**src/rtl/reg_file_sb.sv**
```systemverilog
// reg_file_sb: multi-port register file with a per-register busy scoreboard.
// Two combinational read ports, two byte-strobed write-back ports (port 1 is
// the younger write), optional write-to-read bypass, and a busy counter.
// Register 0 reads as zero, is never written and is never busy.
module reg_file_sb #(
    parameter int DATA_WIDTH = 32,
    parameter int ADDR_WIDTH = 5,
    parameter int BYPASS     = 1
) (
    input  logic                      clk,
    input  logic                      rst,
    input  logic [ADDR_WIDTH-1:0]     raddr1,
    input  logic [ADDR_WIDTH-1:0]     raddr2,
    output logic [DATA_WIDTH-1:0]     rdata1,
    output logic [DATA_WIDTH-1:0]     rdata2,
    output logic                      rbusy1,
    output logic                      rbusy2,
    input  logic                      wen0,
    input  logic                      wen1,
    input  logic [ADDR_WIDTH-1:0]     waddr0,
    input  logic [ADDR_WIDTH-1:0]     waddr1,
    input  logic [DATA_WIDTH-1:0]     wdata0,
    input  logic [DATA_WIDTH-1:0]     wdata1,
    input  logic [DATA_WIDTH/8-1:0]   wstrb0,
    input  logic [DATA_WIDTH/8-1:0]   wstrb1,
    input  logic                      issue_en,
    input  logic [ADDR_WIDTH-1:0]     issue_addr,
    output logic [ADDR_WIDTH:0]       busy_cnt
);

    localparam int DEPTH  = 1 << ADDR_WIDTH;
    localparam int NBYTES = DATA_WIDTH / 8;
    localparam int CW     = ADDR_WIDTH + 1;

    logic [DATA_WIDTH-1:0] regs [DEPTH];
    logic [DEPTH-1:0]      busy;
    logic [DEPTH-1:0]      busy_nx;
    logic [CW-1:0]         cnt_q;
    logic                  set_hit;
    logic                  cnt_inc;
    logic                  cnt_dec0;
    logic                  cnt_dec1;

    // Value a register holds after this edge: port 0 bytes, then port 1 bytes on top.
    function automatic logic [DATA_WIDTH-1:0] merge_writes(
        input logic [DATA_WIDTH-1:0] old,
        input logic [ADDR_WIDTH-1:0] addr
    );
        logic [DATA_WIDTH-1:0] v;
        v = old;
        for (int unsigned k = 0; k < NBYTES; k++) begin
            if (wen0 && (waddr0 == addr) && wstrb0[k]) v[8*k +: 8] = wdata0[8*k +: 8];
            if (wen1 && (waddr1 == addr) && wstrb1[k]) v[8*k +: 8] = wdata1[8*k +: 8];
        end
        return v;
    endfunction

    for (genvar i = 0; i < DEPTH; i++) begin : g_reg
        if (i == 0) begin : g_zero
            // Register 0 is held at zero regardless of writes
            always_ff @(posedge clk) begin
                regs[i] <= '0;
            end
        end else begin : g_rw
            // Byte-strobed write-back with port 1 priority on overlapping bytes
            always_ff @(posedge clk) begin
                if (rst) regs[i] <= '0;
                else     regs[i] <= merge_writes(regs[i], ADDR_WIDTH'(i));
            end
        end
    end

    // Read ports: stored value, or next-edge value when bypass is enabled
    always_comb begin
        rdata1 = '0;
        rdata2 = '0;
        if (raddr1 != '0) rdata1 = (BYPASS != 0) ? merge_writes(regs[raddr1], raddr1) : regs[raddr1];
        if (raddr2 != '0) rdata2 = (BYPASS != 0) ? merge_writes(regs[raddr2], raddr2) : regs[raddr2];
        rbusy1 = busy[raddr1];
        rbusy2 = busy[raddr2];
    end

    // Next busy vector and the transitions it implies for the counter.
    // A clear only counts if the bit was set, the issue does not re-set it,
    // and (for port 1) port 0 is not already clearing the same register.
    always_comb begin
        set_hit = issue_en && (issue_addr != '0);
        busy_nx = busy;
        if (wen0 && (waddr0 != '0)) busy_nx[waddr0] = 1'b0;
        if (wen1 && (waddr1 != '0)) busy_nx[waddr1] = 1'b0;
        if (set_hit)                busy_nx[issue_addr] = 1'b1;
        busy_nx[0] = 1'b0;
        cnt_inc  = set_hit && !busy[issue_addr];
        cnt_dec0 = wen0 && (waddr0 != '0) && busy[waddr0]
                   && !(set_hit && (issue_addr == waddr0));
        cnt_dec1 = wen1 && (waddr1 != '0) && busy[waddr1]
                   && !(set_hit && (issue_addr == waddr1))
                   && !(wen0 && (waddr0 == waddr1));
    end

    // Busy vector and its population counter
    always_ff @(posedge clk) begin
        if (rst) begin
            busy  <= '0;
            cnt_q <= '0;
        end else begin
            busy  <= busy_nx;
            cnt_q <= cnt_q + CW'(cnt_inc) - CW'(cnt_dec0) - CW'(cnt_dec1);
        end
    end

    assign busy_cnt = cnt_q;

endmodule

```
**config.mk**
```make
export PLATFORM = sky130hd
export DESIGN_NAME = reg_file_sb
export DESIGN_NICKNAME = d
export VERILOG_FILES = /design/src/rtl/reg_file_sb.sv
export SDC_FILE = /design/constraint.sdc
export NUM_CORES = 2
export LEC_CHECK = 0
export ABC_CLOCK_PERIOD_IN_PS = 3850
export CAP_MARGIN = 20
export CORE_UTILIZATION = 57
export CTS_CLUSTER_SIZE = 10
export DETAILED_ROUTE_END_ITERATION = 8
export GPL_ROUTABILITY_DRIVEN = 1
export PLACE_DENSITY_LB_ADDON = 0.12
export SLEW_MARGIN = 10
export SYNTH_ARGS = -nofsm -noshare
export SYNTH_HDL_FRONTEND = slang
export SYNTH_SLANG_ARGS = --single-unit
```
**constraint.sdc**
```tcl
create_clock -name clk -period 3.85 [get_ports clk]
set_input_delay 0.385 -clock clk [delete_from_list [all_inputs] [get_ports clk]]
set_output_delay 0.385 -clock clk [all_outputs]
set_load 0.02 [all_outputs]
```
Word-level counts from Yosys, hierarchy flattened
Memory sizes are Yosys's and may differ from the RTL's. Index checks and enable logic that the tools add are counted.

Flip-flop bits (word level): 38. Memory bits (writable): 1024. Input bits: 102. Output and inout bits: 72. Word-level logic and storage cells: 1351. Memories kept: 1.

$add $sub $neg: 3. Order comparisons: 8. Equal/unequal tests: 193. Mux-type cells: 536. Bitwise gates (word level): 129. Reduce and logical (&&, ||, !) cells: 478.

Memory list: regs (depth 32, width 32, rd ports 2, clocked after Yosys merged registers in 0, write ports 32, line 35) `logic [DATA_WIDTH-1:0] regs [DEPTH];`.

Operator list (number): 8-bit two-way mux (512); 3-bit inequality test (second input constant) (124); 1-bit logical AND (345); 2-bit AND reduction (124); 5-bit == test (second input constant) (32); 32-bit two-way mux (5); 1-bit OR (124); 5-bit by 4-bit == test with 1-bit output (second input constant) (16); 32-bit AND (2); 32-bit inverter (2); 5-bit by 3-bit == test with 1-bit output (second input constant) (8); 5-bit == test (7); 32-bit OR (1); 5-bit by 6-bit less-than comparator with 1-bit output (second input constant) (5); 1-bit binary-select mux with 5-bit select (5); 5-bit nonzero test (5); 5-bit by 2-bit == test with 1-bit output (second input constant) (4); 1-bit demux with 5-bit select (3); 5-bit by 1-bit greater-or-equal comparator with 1-bit output (second input constant) (3); 6-bit by 1-bit subtractor with 6-bit output (2); 1-bit two-way mux (11); 5-bit by 1-bit == test with 1-bit output (second input constant) (2); 6-bit by 1-bit adder with 6-bit output (1); 1-bit logical NOT (4).

Depth between registers and ports, before layout
Depth in word-level cells: 11. Mapped depth: 18. Mapped depth without buffers: 16.

Worst setup path before layout
No wires, ideal clock.

Kind: input -> register. Start point: in waddr0[0]. End point: reg cnt_q[5] (netlist: busy_cnt[5]). Setup time: 0.128 ns. Data arrival time: 3.686 ns. Required time: 3.722 ns. Slack: 0.036 ns. Cell stages on the path: 14. Path buffers: 2. Path through: buf_4 buf_2 mux4_2 mux4_2 mux2i_1 or3_1 fa_1 ha_1 ha_1 fa_1 a21o_1 a21oi_1 xnor2_1 nor2_1.

Word-level cells in the longest chain between the ends: 6. Elaborated cells between the ends (all ways): 15. Those cells by class: add/sub (2); eq/ne (2); mux (2); reduce/logical (9).

RTL lines: start: declaration (line 20) `input logic [ADDR_WIDTH-1:0] waddr0,`; 1-bit binary-select mux with 5-bit select (tied with other cells) (line 94) `cnt_dec0 = wen0 && (waddr0 != '0) && busy[waddr0]`; 1-bit two-way mux (not written as such) (tied with other cells) (line 94); 1-bit logical AND or 1-bit logical NOT (tied branches) (line 94, 95); 1-bit logical AND (line 95) `&& !(set_hit && (issue_addr == waddr0));`; 6-bit by 1-bit subtractor with 6-bit output (line 108) `cnt_q <= cnt_q + CW'(cnt_inc) - CW'(cnt_dec0) - CW'(cnt_dec1);`; 6-bit by 1-bit subtractor with 6-bit output (*) (line 108); end signal: assignment (line 108); end: declaration (line 38) `logic [CW-1:0] cnt_q;`.

Mark *: on every way between the ends. The rest lies on a longest branch, timed or not. The select of a mux whose other input is x is not followed. A chain may end at the register's enable or synchronous reset.

Final worst setup path
Start point: in raddr1[2]. End point: out rdata1[0].

Word-level cells in the longest chain between the ends: 6. Elaborated cells between the ends (all ways): 11. Those cells by class: eq/ne (2); mux (3); reduce/logical (5); memory (1).

RTL lines: start: declaration (line 12) `input logic [ADDR_WIDTH-1:0] raddr1,`; branches (longest 5 deep; another with memory read 32 x 32 bit); 32-bit two-way mux (*) (line 77) `if (raddr1 != '0) rdata1 = (BYPASS != 0) ? merge_writes(regs[raddr1], raddr1) : regs[raddr1];`; end: declaration (line 14) `output logic [DATA_WIDTH-1:0] rdata1,`.

Mark *: on every way between the ends.

==> impl_metrics.yaml <==
placement:
  dp_hpwl_mm: 215.2
  routabilityCongestion: 1.064
  post-place-ws_ps: -430.5
  place_area_um2: 75560
  placed_cells: 8757
  port_buffers: 173
route:
  drc_errors: 0
  wl_per_cell_um: 34.42
  wl_mm: 309.5
  via_count: 66240
  antenna_left: 0
  dr.pass1.iters: 9
  via_per_inst: 7.367
  drt_iter0_drc: 11330
sta:
  worst_slack_ps: 4.031
  slew-limit-headroom_pct: 28.49
  fin_tns_setup_ps: 0
  skew_ps: 8.633
  fin_crit_sh_pct: 99.90
  fmax_mhz: 260.0
  final_hold_viol_count: 0
  whs_ps: 195.4
  worstMarginPinSlew_ps: 1073
  final_max_slew_viol_count: 0
  setup_violations: 0
  min_period_ps: 3846
layout:
  final_cell_area_um2: 79500
  post-route-util_pct: 66.00
  instances_no_fill: 8991
  area_growth_pct: 14.33
  drive_gt1_share_pct: 20.76
  fin_nets: 7390
grt:
  antenna_found_initial: 27
  grt.total_usage_pct: 49.72
  grt-ovfl-total: 0
  grt_pass1_wl_mm: 437.4
  grt_max_degree: 81
  grt_pass1_vias: 61630
clocking:
  clk_transition_reported_paths_ps: 60
  numCtsBuffers: 130
  ctsHoldBuffers: 0
  insertion_delay_ps: 770
  htreeDepth: 4
  root_buffer: "clkbuf_16"
  clkSinkCount: 1029
  cts_buffer_depth: 3
  cts_tree: "done"
synth:
  synthCells: 7115
  synth_top_flop_cell: "edfxtp_1"
  synth_warnings: 0
  synth_nets: 7225
  yosysSeqAreaShare_pct: 43.91
  syn_area_per_cell_um2: 9.773
  synth-edff-count: 992
  synth_seq_cells: 1029
  ys_async_sr_fraction_pct: 0
  synth.distinct_cells: 84
  netlist_area_um2: 69530
worst_setup_path:
  max_stage_delay_ps: 600
  crit_chain: "buf_8 -> buf_12 -> nand2_1 -> o22ai_1 -> o311a_1 -> a211oi_1 -> o21ai_0 -> buf_4 -> clkdlybuf4s50_1"
  worst_ep_required_time_ps: 3460
  crit_family: "buffers and inverters"
  cp_max_fo: 31
  start_kind: "primary input"
  worst_ep_arrival_time_ps: 3460
  critical_path_class: "primary input to primary output"
  endpoint_kind: "primary output"
  crit_path_top_delay_cell: "clkdlybuf4s50_1"
  cp_num_buf_inv: 4
power:
  total_power_mw: 30.28
  p_per_area_nw_per_um2: 380.9
  vdd_ir_drop_max_mv: 0.4148
  p_int_mw: 21.33
  p_leak_nw: 27.89
  switching_share_pct: 29.57
  combPwrFrac_pct: 18.1
  netSwitchingPower_mw: 8.956
  power_frac_seq_pct: 44.2
  p_clk_share_pct: 37.7
outcome:
  outcome: "completed"
floorplanning:
  start_util_pct: 57.73
  die-area_um2: 123400
  die_h_um: 351.3
  ios: 174
  die_w_um: 351.3
  core_area_um2: 120400
  rows: 127
run:
  cap_violations: 0
hold_path:
  hp-class: "primary input to register"
## placed cells by master (no fill, tap or decap), drive strengths merged, types with 24 or more instances in the layout
| master | synthesis | routed |
|---|---|---|
| buf | 233 | 635 |
| dlymetal6s2s | 0 | 24 |
| nand3b | 25 | 25 |
| o22ai | 29 | 29 |
| nand3 | 184 | 184 |
| clkinv | 3 | 38 |
| mux2i | 291 | 291 |
| clkdlybuf4s50 | 0 | 119 |
| nor3 | 48 | 48 |
| xor2 | 24 | 24 |
| a21o | 33 | 33 |
| nand2 | 1527 | 1527 |
| edfxtp | 992 | 992 |
| mux4 | 410 | 410 |
| nand2b | 117 | 117 |
| a221oi | 24 | 24 |
| a31oi | 67 | 67 |
| or2 | 106 | 106 |
| diode | 0 | 27 |
| a21oi | 1094 | 1094 |
| mux2 | 68 | 68 |
| nor2 | 379 | 379 |
| dfxtp | 37 | 37 |
| a22oi | 154 | 154 |
| a22o | 29 | 29 |
| and3 | 29 | 29 |
| clkbuf | 524 | 160 |
| inv | 21 | 29 |
| a221o | 25 | 25 |
| o21ai | 447 | 447 |
## registers in the layout, summed over array words and instances, names as in the netlist
register and cells:
busy_cnt 6, busy 31, regs 992
## area by class of cell
| type | instances | area, µm² |
|---|---|---|
| fill | 9601 | 40950 |
| multi-input combinational | 5305 | 35760 |
| sequential | 1029 | 30530 |
| timing repair buffer | 790 | 7300 |
| clock buffer | 160 | 3440 |
| tap | 1612 | 2017 |
| clock inverter | 44 | 296.5 |
| inverter | 24 | 90.09 |
| antenna | 27 | 67.56 |
## power by group through the flow
stage / logic (mW) / registers (mW) / clock network [mW]
finish: 5.48 / 13.4 / 11.4
CTS: 5.25 / 13.3 / 11.3
floorplan: 3.03 / 13.3 / 0
detailed placement: 5.24 / 13.6 / 0
global route: 5.57 / 13.4 / 11.7
global placement: 5.20 / 13.5 / 0
## worst reg2reg max path, cell delays in order, from the launching register on
cell and delay [ps]:
dfxtp_1 390, mux4_2 470, mux4_2 490, mux2i_1 130, or3_1 160, fa_1 450, ha_1 210, ha_1 230
fa_1 420, a21o_1 180, a21oi_1 170, xnor2_1 140, nor2_1 60
## metal layers
layer / track usage (%) / wire length [µm]
met2: 71.28 / 129900
met1: 61.73 / 100800
met4: 35.60 / 26980
met5: 0.3532 / 215
met3: 18.58 / 51560
## cell families (layout without fill, tap and decap cells)
kind of cell,count (synthesis),in the layout,share of synthesized area [%]
XOR/XNOR,40,40,0.5038
flip-flops,1029,1029,43.91
AND/OR/NAND/NOR,2496,2496,15.85
adder cells (fa/ha/maj),8,8,0.1655
buffers and inverters,781,1018,4.873
other,0,27,0
AO/OA/AOI/OAI,1992,1992,16.14
multiplexers,769,769,18.57
## worst paths after layout
check | from | to | slack, ps | cells after the start
hold reg to reg | busy[3]$_SDFF_PP0_ | busy[3]$_SDFF_PP0_ | 610 | 2
setup reg to reg | busy[12]$_SDFF_PP0_ | busy_cnt[5]$_SDFF_PP0_ | 230 | 12
setup / recovery | raddr1[2] | rdata1[0] | 4 | 9
hold / removal | wstrb1[3] | regs[18][30]$_SDFFCE_PN0P_ | 200 | 3
## Yosys cell counts, types with 8 or more instances
cell type | number | area [µm²]
dfxtp_1 | 37 | 740.7
o21ai_0 | 446 | 2232
nor3_1 | 45 | 225.2
mux4_2 | 410 | 9234
a21o_1 | 33 | 247.7
nand4_1 | 12 | 75.07
a221o_1 | 25 | 250.2
o221ai_1 | 23 | 201.4
buf_4 | 38 | 285.3
clkbuf_1 | 524 | 1967
buf_6 | 19 | 214.0
nor2b_1 | 20 | 125.1
inv_1 | 20 | 75.07
a21oi_1 | 1094 | 5475
a31oi_1 | 66 | 412.9
a22oi_1 | 154 | 1156
and3_1 | 29 | 181.4
nor2_2 | 82 | 513.0
nand2b_1 | 117 | 732.0
o2111ai_1 | 9 | 78.83
a22o_1 | 29 | 254.0
nor2_1 | 289 | 1085
buf_1 | 39 | 146.4
nor2_4 | 8 | 90.09
nand2_1 | 1521 | 5709
and2_1 | 13 | 81.33
nand3_1 | 179 | 895.9
nand3b_1 | 25 | 187.7
or2_2 | 100 | 625.6
xnor2_1 | 16 | 140.1
xor2_1 | 24 | 210.2
a221oi_1 | 24 | 210.2
edfxtp_1 | 992 | 29790
mux2_2 | 68 | 765.7
buf_2 | 137 | 685.7
o22ai_1 | 29 | 181.4
mux2i_1 | 291 | 2913
## timing repair
item,4_1_cts,5_1_grt
endpoints found under the setup margin,31,31
hold endpoints to repair,0,0
buffers inserted,2,1
gates resized for setup,20,28
pin swaps,2,1
No activity file was read; power rests on OpenSTA's default activity.
